**config.mk**
```make
export PLATFORM = sky130hd
export DESIGN_NAME = itof_converter_flat
export DESIGN_NICKNAME = d
export VERILOG_FILES = /design/src/rtl/itof_if.sv /design/src/rtl/itof_converter.sv /design/src/flat_wrapper.sv
export SDC_FILE = /design/constraint.sdc
export NUM_CORES = 1
export LEC_CHECK = 0
export CAP_MARGIN = 20
export CORE_MARGIN = 3
export CORE_UTILIZATION = 35
export CTS_CLUSTER_SIZE = 30
export DETAILED_ROUTE_END_ITERATION = 10
export GPL_TIMING_DRIVEN = 0
export PLACE_DENSITY = 0.59
export SKIP_LAST_GASP = 1
export SLEW_MARGIN = 5
export SYNTH_ARGS = -nofsm -noshare
export SYNTH_HDL_FRONTEND = slang
export SYNTH_SLANG_ARGS = --single-unit
```
**constraint.sdc**
```tcl
create_clock -name clk -period 10.41 [get_ports clk]
set_input_delay 2.082 -clock clk [delete_from_list [all_inputs] [get_ports clk]]
set_output_delay 2.082 -clock clk [all_outputs]
set_load 0.05 [all_outputs]
```
**src/rtl/itof_if.sv**
```systemverilog
// Operand/result handshake bundle for the integer-to-float converter.
// The master modport is the upstream/downstream side; slave is the converter.
interface itof_if;
  logic        valid_in;
  logic        ready_out;
  logic        valid_out;
  logic        ready_in;
  logic [4:0]  op;
  logic [2:0]  rm;
  logic [31:0] int_in;
  logic [31:0] float_out;
  logic        IE;

  modport master (
    output valid_in, op, rm, int_in, ready_in,
    input  ready_out, valid_out, float_out, IE
  );

  modport slave (
    input  valid_in, op, rm, int_in, ready_in,
    output ready_out, valid_out, float_out, IE
  );
endinterface

```
**src/rtl/itof_converter.sv**
```systemverilog
// Two-stage int32 (signed or unsigned) to binary32 converter with
// valid/ready handshake on both sides; only the inexact flag can be raised.
module itof_converter (
  input  logic  clk,
  input  logic  reset,
  input  logic  flush,
  itof_if.slave bus
);
  localparam logic [4:0] FPU_OP_CVTIF = 5'd10;
  localparam logic [4:0] FPU_OP_CVTUF = 5'd11;

  localparam logic [2:0] FPU_RM_RTZ = 3'd1;
  localparam logic [2:0] FPU_RM_RDN = 3'd2;
  localparam logic [2:0] FPU_RM_RUP = 3'd3;
  localparam logic [2:0] FPU_RM_RMM = 3'd4;

  logic        s1_valid_reg;
  logic        s1_sign_reg;
  logic [31:0] s1_mag_reg;
  logic [2:0]  s1_rm_reg;
  logic        s1_zero_reg;

  logic        valid_out_reg;
  logic [31:0] float_out_reg;
  logic        ie_reg;

  logic        en1;
  logic        en2;
  logic        op_ok;
  logic        accept;
  logic        in_sign;
  logic [31:0] in_mag;

  assign en2     = !valid_out_reg || bus.ready_in;
  assign en1     = !s1_valid_reg || en2;
  assign op_ok   = (bus.op == FPU_OP_CVTIF) || (bus.op == FPU_OP_CVTUF);
  assign accept  = bus.valid_in && en1 && op_ok;
  assign in_sign = (bus.op == FPU_OP_CVTIF) && bus.int_in[31];
  assign in_mag  = in_sign ? (32'd0 - bus.int_in) : bus.int_in;

  always_ff @(posedge clk or negedge reset) begin
    if (!reset) begin
      s1_valid_reg <= 1'b0;
      s1_sign_reg  <= 1'b0;
      s1_mag_reg   <= 32'd0;
      s1_rm_reg    <= 3'd0;
      s1_zero_reg  <= 1'b0;
    end else if (flush) begin
      s1_valid_reg <= 1'b0;
      s1_sign_reg  <= 1'b0;
      s1_mag_reg   <= 32'd0;
      s1_rm_reg    <= 3'd0;
      s1_zero_reg  <= 1'b0;
    end else if (en1) begin
      s1_valid_reg <= accept;
      if (accept) begin
        s1_sign_reg <= in_sign;
        s1_mag_reg  <= in_mag;
        s1_rm_reg   <= bus.rm;
        s1_zero_reg <= (bus.int_in == 32'd0);
      end
    end
  end

  logic [4:0]  lzc;
  logic [31:0] norm;
  logic        rnd_bit;
  logic        sticky;
  logic        inc;
  logic [7:0]  exp_biased;
  logic [30:0] mag_sum;
  logic [31:0] res_float;
  logic        res_ie;

  // The last assignment wins, so lzc reflects the highest set bit.
  always_comb begin
    lzc = 5'd0;
    for (int i = 0; i < 32; i++) begin
      if (s1_mag_reg[i]) lzc = 5'(31 - i);
    end
  end

  assign norm    = s1_mag_reg << lzc;
  assign rnd_bit = norm[7];
  assign sticky  = |norm[6:0];
  // norm[31] is 1 for every nonzero operand, so this is 158 - lzc.
  assign exp_biased = 8'd157 + {7'd0, norm[31]} - {3'd0, lzc};

  always_comb begin
    case (s1_rm_reg)
      FPU_RM_RTZ: inc = 1'b0;
      FPU_RM_RDN: inc = s1_sign_reg && (rnd_bit || sticky);
      FPU_RM_RUP: inc = !s1_sign_reg && (rnd_bit || sticky);
      FPU_RM_RMM: inc = rnd_bit;
      default:    inc = rnd_bit && (sticky || norm[8]);
    endcase
  end

  // A fraction carry-out ripples into the exponent and leaves fraction 0.
  assign mag_sum   = {exp_biased, norm[30:8]} + {30'd0, inc};
  assign res_float = s1_zero_reg ? 32'd0 : {s1_sign_reg, mag_sum};
  assign res_ie    = !s1_zero_reg && (rnd_bit || sticky);

  always_ff @(posedge clk or negedge reset) begin
    if (!reset) begin
      valid_out_reg <= 1'b0;
      float_out_reg <= 32'd0;
      ie_reg        <= 1'b0;
    end else if (flush) begin
      valid_out_reg <= 1'b0;
      float_out_reg <= 32'd0;
      ie_reg        <= 1'b0;
    end else if (en2) begin
      valid_out_reg <= s1_valid_reg;
      float_out_reg <= s1_valid_reg ? res_float : 32'd0;
      ie_reg        <= s1_valid_reg ? res_ie : 1'b0;
    end
  end

  assign bus.ready_out = en1;
  assign bus.valid_out = valid_out_reg;
  assign bus.float_out = float_out_reg;
  assign bus.IE        = ie_reg;
endmodule

```
**src/flat_wrapper.sv**
```systemverilog
// flat-port wrapper written by rule: the top's interface ports become plain ports
module itof_converter_flat 
  (clk, reset, flush, bus_valid_in, bus_op, bus_rm, bus_int_in, bus_ready_in, bus_ready_out, bus_valid_out, bus_float_out, bus_IE);
  itof_if bus_i ();
  input  logic clk;
  input  logic reset;
  input  logic flush;
  input wire logic [$bits(bus_i.valid_in)-1:0] bus_valid_in;
  input wire logic [$bits(bus_i.op)-1:0] bus_op;
  input wire logic [$bits(bus_i.rm)-1:0] bus_rm;
  input wire logic [$bits(bus_i.int_in)-1:0] bus_int_in;
  input wire logic [$bits(bus_i.ready_in)-1:0] bus_ready_in;
  output wire logic [$bits(bus_i.ready_out)-1:0] bus_ready_out;
  output wire logic [$bits(bus_i.valid_out)-1:0] bus_valid_out;
  output wire logic [$bits(bus_i.float_out)-1:0] bus_float_out;
  output wire logic [$bits(bus_i.IE)-1:0] bus_IE;
  assign bus_i.valid_in = bus_valid_in;
  assign bus_i.op = bus_op;
  assign bus_i.rm = bus_rm;
  assign bus_i.int_in = bus_int_in;
  assign bus_i.ready_in = bus_ready_in;
  assign bus_ready_out = bus_i.ready_out;
  assign bus_valid_out = bus_i.valid_out;
  assign bus_float_out = bus_i.float_out;
  assign bus_IE = bus_i.IE;
  itof_converter u_core (.clk(clk), .reset(reset), .flush(flush), .bus(bus_i));
endmodule
```
-- Word level (Yosys, flattened, before mapping)
Cells that the tools add are included.
Widths: inputs -> output; s select.
- eq/ne operators: 6
- shift operators: 1
- reductions and logical operators: 22
- add/subtract/negate cells: 4
- mux-type cells: 57
- operators with widths (kind ; number):
    $mux 32 ; 8
    $mux 5 ; 32
    $logic_not 32->1 ; 1
    $shl 32x5->32 ; 1
    $sub 1x32->32 const A ; 1
    $add 31x1->31 ; 1
    $mux 1 ; 13
    $eq 5x4->1 const B ; 2
    $mux 3 ; 3
    $add 8x1->8 const A ; 1
    $sub 8x5->8 ; 1
    $logic_and 1x1->1 ; 7
    $reduce_or 7->1 ; 1
    $eq 3x2->1 const B ; 2
    $reduce_bool 2->1 ; 3
    $logic_or 1x1->1 ; 5
    $logic_not 1->1 ; 4
    $pmux 1 s4 ; 1
    $eq 3x1->1 const B ; 1
    $eq 3x3->1 const B ; 1
    $reduce_and 2->1 ; 1
- input bits: 45
- flip-flop bits (word level): 72

-- Depth between registers and ports, before layout
- depth after elaboration: 42
- depth in mapped cells: 25
- depth with buffers taken out: 21

-- Worst setup path after synthesis
No wires, ideal clock.
- path kind: flip-flop to flip-flop
- from: reg u_core.s1_mag_reg[30]
- to: reg u_core.float_out_reg[20], in the netlist u_core.bus.float_out[20]
- path slack: 5.479 ns
- arrival time: 4.810 ns
- data required time: 10.288 ns
- cell stages (with the launch flop): 26
- buffers on the path: 4
- cells stage by stage: dfrtp_1 > buf_6 > nor2b_4 > or3_4 > or4_4 > o211a_4 > clkinv_4 > buf_6 > buf_4 > buf_4 > a21oi_1 > nor2_1 > o22ai_1 > a41o_1 > a21oi_1 > nand2b_1 > o211ai_1 > a21boi_0 > ha_1 > nand2_1 > o22ai_1 > nand4_2 > nor2_4 > nand3_2 > or3_1 > a32o_1
- longest elaborated chain between the ends: 12
- elaborated cells on any way between the ends: 15
- classes of those cells: add/sub: 1; shift: 1; mux: 7; reduce/logical: 6
- ends and longest elaborated chain (element ; line ; RTL):
    start: declaration ; itof_converter.sv:19 ; logic [31:0] s1_mag_reg;
    start signal: assignment ; itof_converter.sv:58 ; s1_mag_reg <= in_mag;
    $mux 5 (2 in series) ; itof_converter.sv:79 ; if (s1_mag_reg[i]) lzc = 5'(31 - i);
    $shl 32x5->32 (*) ; itof_converter.sv:83 ; assign norm = s1_mag_reg << lzc;
    $reduce_or 7->1 ; itof_converter.sv:85 ; assign sticky = |norm[6:0];
    $logic_or 1x1->1, on equally long branches ; itof_converter.sv:95, itof_converter.sv:92, itof_converter.sv:93 ;
    $logic_and 1x1->1, on equally long branches ; itof_converter.sv:95, itof_converter.sv:92, itof_converter.sv:93 ;
    $pmux 1 s4 ; itof_converter.sv:90 ; case (s1_rm_reg)
    $add 31x1->31 (*) ; itof_converter.sv:100 ; assign mag_sum = {exp_biased, norm[30:8]} + {30'd0, inc};
    $mux 32 (*) ; itof_converter.sv:101 ; assign res_float = s1_zero_reg ? 32'd0 : {s1_sign_reg, mag_sum};
    $mux 32 (*) ; itof_converter.sv:115 ; float_out_reg <= s1_valid_reg ? res_float : 32'd0;
    $mux 32 (*) ; itof_converter.sv:113 ; end else if (en2) begin
    $mux 32 (*) ; itof_converter.sv:109 ; end else if (flush) begin
    end signal: assignment ; itof_converter.sv:115 ;
    end: declaration ; itof_converter.sv:24 ; logic [31:0] float_out_reg;
Every way passes the cells marked *; elsewhere a longest branch is shown, timed or not. The select of a mux whose other input is x is not followed.
A chain may end at the register's enable or synchronous reset.

-- Worst setup path in the final report
- from: reg u_core.s1_mag_reg[9]
- to: reg u_core.float_out_reg[20], in the netlist u_core.bus.float_out[20]
- longest elaborated chain between the ends: 33
- elaborated cells on any way between the ends: 36
- classes of those cells: add/sub: 1; shift: 1; mux: 28; reduce/logical: 6
- ends and longest elaborated chain (element ; line):
    $mux 5 (23 in series) ; itof_converter.sv:79
    $shl 32x5->32 (*) ; itof_converter.sv:83
    $reduce_or 7->1 ; itof_converter.sv:85
    $logic_or 1x1->1, on equally long branches ; itof_converter.sv:95, itof_converter.sv:92, itof_converter.sv:93
    $logic_and 1x1->1, on equally long branches ; itof_converter.sv:95, itof_converter.sv:92, itof_converter.sv:93
    $pmux 1 s4 ; itof_converter.sv:90
    $add 31x1->31 (*) ; itof_converter.sv:100
    $mux 32 (*) ; itof_converter.sv:101
    $mux 32 (*) ; itof_converter.sv:115
    $mux 32 (*) ; itof_converter.sv:113
    $mux 32 (*) ; itof_converter.sv:109
Marked as above.

==> impl_metrics.csv <==
group,metric,value,unit
placed_design,globalplace.congestion,0.9815,
finish,drive_gt1_frac,0.1000,
grt,grt_pass1_vias,7560,
run_status,status,"completed",
timing,hold_viol_final,0,
timing,slew_headroom,0.3438,
floorplan,dieArea,0.02222,sq mm
setup_path,start_kind,"register",
floorplan,rows,51,
clock_tree,cts_buffers,9,
logic_synthesis,synth_edf_count,0,
timing,tightest_slew,0.9769,ns
power,comb_power_share,0.462,
logic_synthesis,syn_inst,913,
timing,timing.final.crit_period,6.001,ns
logic_synthesis,yosysSeqAreaShare,0.2515,
power,p_sw,0.4718,mW
logic_synthesis,netlist_top_cells_area,"dfrtp_1 (25%), nor2_1 (5.1%), a211oi_1 (4.3%)",
power,peakVddDrop,59.29,uV
setup_path,reg2reg_slack,4.41,ns
clock_tree,cts.repair.resized,0,
detailed_routing,via_per_inst,6.179,
setup_path,crit_path_frequent_cell,"clkbuf_1",
logic_synthesis,yosysWarnings,0,
setup_path,cp_top_family,"simple AND/OR/NAND/NOR gates",
finish,fillerInstances,2046,
flow_run,drv_cap,0,
detailed_routing,drc_errors,0,
logic_synthesis,synth-main-ff-cell,"dfrtp_1",
timing,fmax,166.7,MHz
detailed_routing,wire_per_inst,22.52,um
logic_synthesis,yosys-top-cells-count,"nor2_1 (97), dfrtp_1 (72), nand2_1 (69), o21ai_0 (56), a21oi_1 (54)",
finish,final_nets,1055,
detailed_routing,dr.pass1.iters,6,
clock_tree,cts_tree,"yes",
clock_tree,cts_max_level,3,
logic_synthesis,synth_top_area_cell,"dfrtp_1",
logic_synthesis,netlist_area,0.007163,sq mm
timing,finalSetupTns,0,ns
floorplan,die_h,149.1,um
setup_path,crit_chain,"clkbuf_1 -> or4_1 -> a211oi_2 -> nor2_1 -> o21ai_2 -> buf_4 -> clkbuf_1 -> clkbuf_1 -> a21oi_1 -> nand2b_1 -> o211ai_1 -> a21boi_0 -> ha_1 -> nand2_1 -> o22ai_1 -> nand4_2 -> nor2_4 -> nand3_2 -> or3_1 -> a32o_1",
detailed_routing,drt_iter0_markers,830,
logic_synthesis,syn_nets,963,
grt,grt_use_total,0.2574,
setup_path,critPathSlowestCell,"or4_1",
clock_tree,clk_latency,0.35,ns
setup_path,crit_arrival,6.24,ns
setup_path,critPathKind,"reg -> reg",
finish,synthToLayoutAreaGrowth,19.77,%
floorplan,die_width,149.1,um
setup_path,path_buf_inv,4,
timing,setup_viol,0,
grt,grt_max_degree,39,
timing,post-route-period-util,0.5764,
logic_synthesis,yosysMostFrequentCell,"nor2_1",
logic_synthesis,ys_ff_latch,72,
clock_tree,cts_buffer_depth,2,
grt,antenna_found_initial,0,
power,power_density,126.5,mW/mm^2
power,swShare,0.4348,
grt,overflow,0,
setup_path,worstPathRequired,10.65,ns
detailed_routing,antenna_left,0,
detailed_routing,wl,28720,um
floorplan,num_io_pins,80,
placed_design,io_buffers,79,
logic_synthesis,avgSynthCellArea,7.846,sq um
logic_synthesis,synth_cell_type_count,93,
finish,antennaDiodeCount,0,
setup_path,critPathMaxFanout,10,
detailed_routing,num_vias,7878,
timing,clock_skew,0.007539,ns
power,power.internal,0.6133,mW
floorplan,initial_utilization,0.3621,
worst_hold_path,min_path_type,"reg -> reg",
placed_design,dp_hpwl,22650,um
power,power.leakage,3.132,nW
clock_tree,ctsHoldBuffers,0,
power,sequentialPowerShare,0.263,
logic_synthesis,synth-async-reset-ratio,1.000,
grt,grt_first_pass_wirelength,44560,um
clock_tree,cts_root_buf,"clkbuf_16",
logic_synthesis,synth_top_area_frac,0.2515,
floorplan,core_area,0.01978,sq mm
clock_tree,postCtsSetupBuffers,0,
timing,drv_slew,0,
setup_path,worst_path_largest_cell_delay,0.65,ns
placed_design,place_inst,1258,
setup_path,end_kind,"register",
clock_tree,clock_sinks,72,
clock_tree,clk_pin_slew,0.07,ns
power,power.share.clock,0.275,
timing,rsz0062_at_grt,"no",
finish,final_cells,1275,
per-layer routing:
layer,track usage,up-vias,wire (um)
met5,0,-,0
met4,0.1153,0,1327
met1,0.3326,3752,12020
met2,0.4252,365,13410
li1,-,3672,-
met3,0.04011,89,1971
layout by cell type (no fill, tap or decap), types with 7 or more instances in the layout:
master	Yosys	routed
a211oi_1	41	41
a21oi_1	54	54
a22o_1	10	10
a31oi_1	13	13
a32o_1	8	8
and2_1	7	7
and3_1	8	8
buf_2	19	20
clkbuf_1	46	47
clkbuf_16	0	9
clkdlybuf4s50_1	0	78
dfrtp_1	72	72
inv_1	15	15
mux2_2	14	14
mux2i_1	18	18
nand2_1	69	69
nand2b_1	14	14
nand3_1	25	25
nand4_1	13	13
nor2_1	97	97
nor3_1	32	32
nor4_1	11	11
o211ai_1	14	14
o21ai_0	56	56
o22ai_1	15	15
o31ai_1	20	20
or3_1	10	10
or4_1	15	15
xnor2_1	17	17
xor2_1	28	28
cells by family after synthesis:
family | Yosys count | synth area share
flip-flops | 72 | 0.2515
buffers and inverters | 95 | 0.06113
AO/OA/AOI/OAI | 324 | 0.3224
XOR/XNOR | 45 | 0.05502
multiplexers | 36 | 0.05974
AND/OR/NAND/NOR | 336 | 0.2414
adder cells (fa/ha/maj) | 5 | 0.008734
worst register-to-register path, stage by stage, from the launching register on:
cell and delay (ns):
dfrtp_1 0.35, clkbuf_1 0.27, or4_1 0.65, a211oi_2 0.28, nor2_1 0.25, o21ai_2 0.23, buf_4 0.23, clkbuf_1 0.39
clkbuf_1 0.49, a21oi_1 0.26, nand2b_1 0.14, o211ai_1 0.09, a21boi_0 0.25, ha_1 0.30, nand2_1 0.08, o22ai_1 0.33
nand4_2 0.24, nor2_4 0.29, nand3_2 0.19, or3_1 0.35, a32o_1 0.25
power groups by stage:
| stage | Sequential [mW] | Clock [mW] | Combinational [mW] |
|---|---|---|---|
| 2_1_floorplan | 0.292 | 0 | 0.318 |
| 3_3_place_gp | 0.291 | 0 | 0.489 |
| 3_5_place_dp | 0.291 | 0 | 0.481 |
| 4_1_cts | 0.286 | 0.303 | 0.483 |
| 5_1_grt | 0.286 | 0.316 | 0.529 |
| 6_report | 0.286 | 0.298 | 0.501 |
worst paths after layout:
check	startpoint	endpoint	cells after the start
max	u_core.s1_mag_reg[9]	u_core.bus.float_out[20]	20
min	u_core.bus.float_out[8]	u_core.bus.float_out[8]	2
max reg2reg	u_core.s1_mag_reg[9]	u_core.bus.float_out[20]	20
min reg2reg	u_core.bus.float_out[8]	u_core.bus.float_out[8]	2
max in group asynchronous	reset	u_core.s1_rm_reg[2]	2
min in group asynchronous	reset	u_core.s1_mag_reg[3]	1
per-stage QoR:
step           power, mW  hold slack, ns    util  setup slack [ns]  instance area [sq um]
2_1_floorplan     0.6100          0.4885       -             5.479                   7163
3_3_place_gp      0.7798          0.4620  0.4188             4.497                   8285
3_5_place_dp      0.7716          0.4665  0.4197             4.534                   8303
4_1_cts            1.072          0.4798  0.4335             4.514                   8574
5_1_grt            1.131          0.5001  0.4337             4.020                   8579
6_report           1.085          0.4754  0.4337             4.409                   8579
final cells by class:
| type | instances | area (sq um) | share of cell area |
|---|---|---|---|
| repair buffers | 81 | 813.3 | 0.09479 |
| plain buffers | 78 | 369.1 | 0.04302 |
| multi-input cells | 746 | 4923 | 0.5739 |
| well taps | 265 | 331.6 | 0.03865 |
| clock buffers | 10 | 229.0 | 0.02669 |
| flip-flops and latches | 72 | 1802 | 0.2100 |
| inverters | 17 | 68.82 | 0.008021 |
| clock inverters | 6 | 42.54 | 0.004958 |
Note: power is estimated with default switching activity, not from simulation.
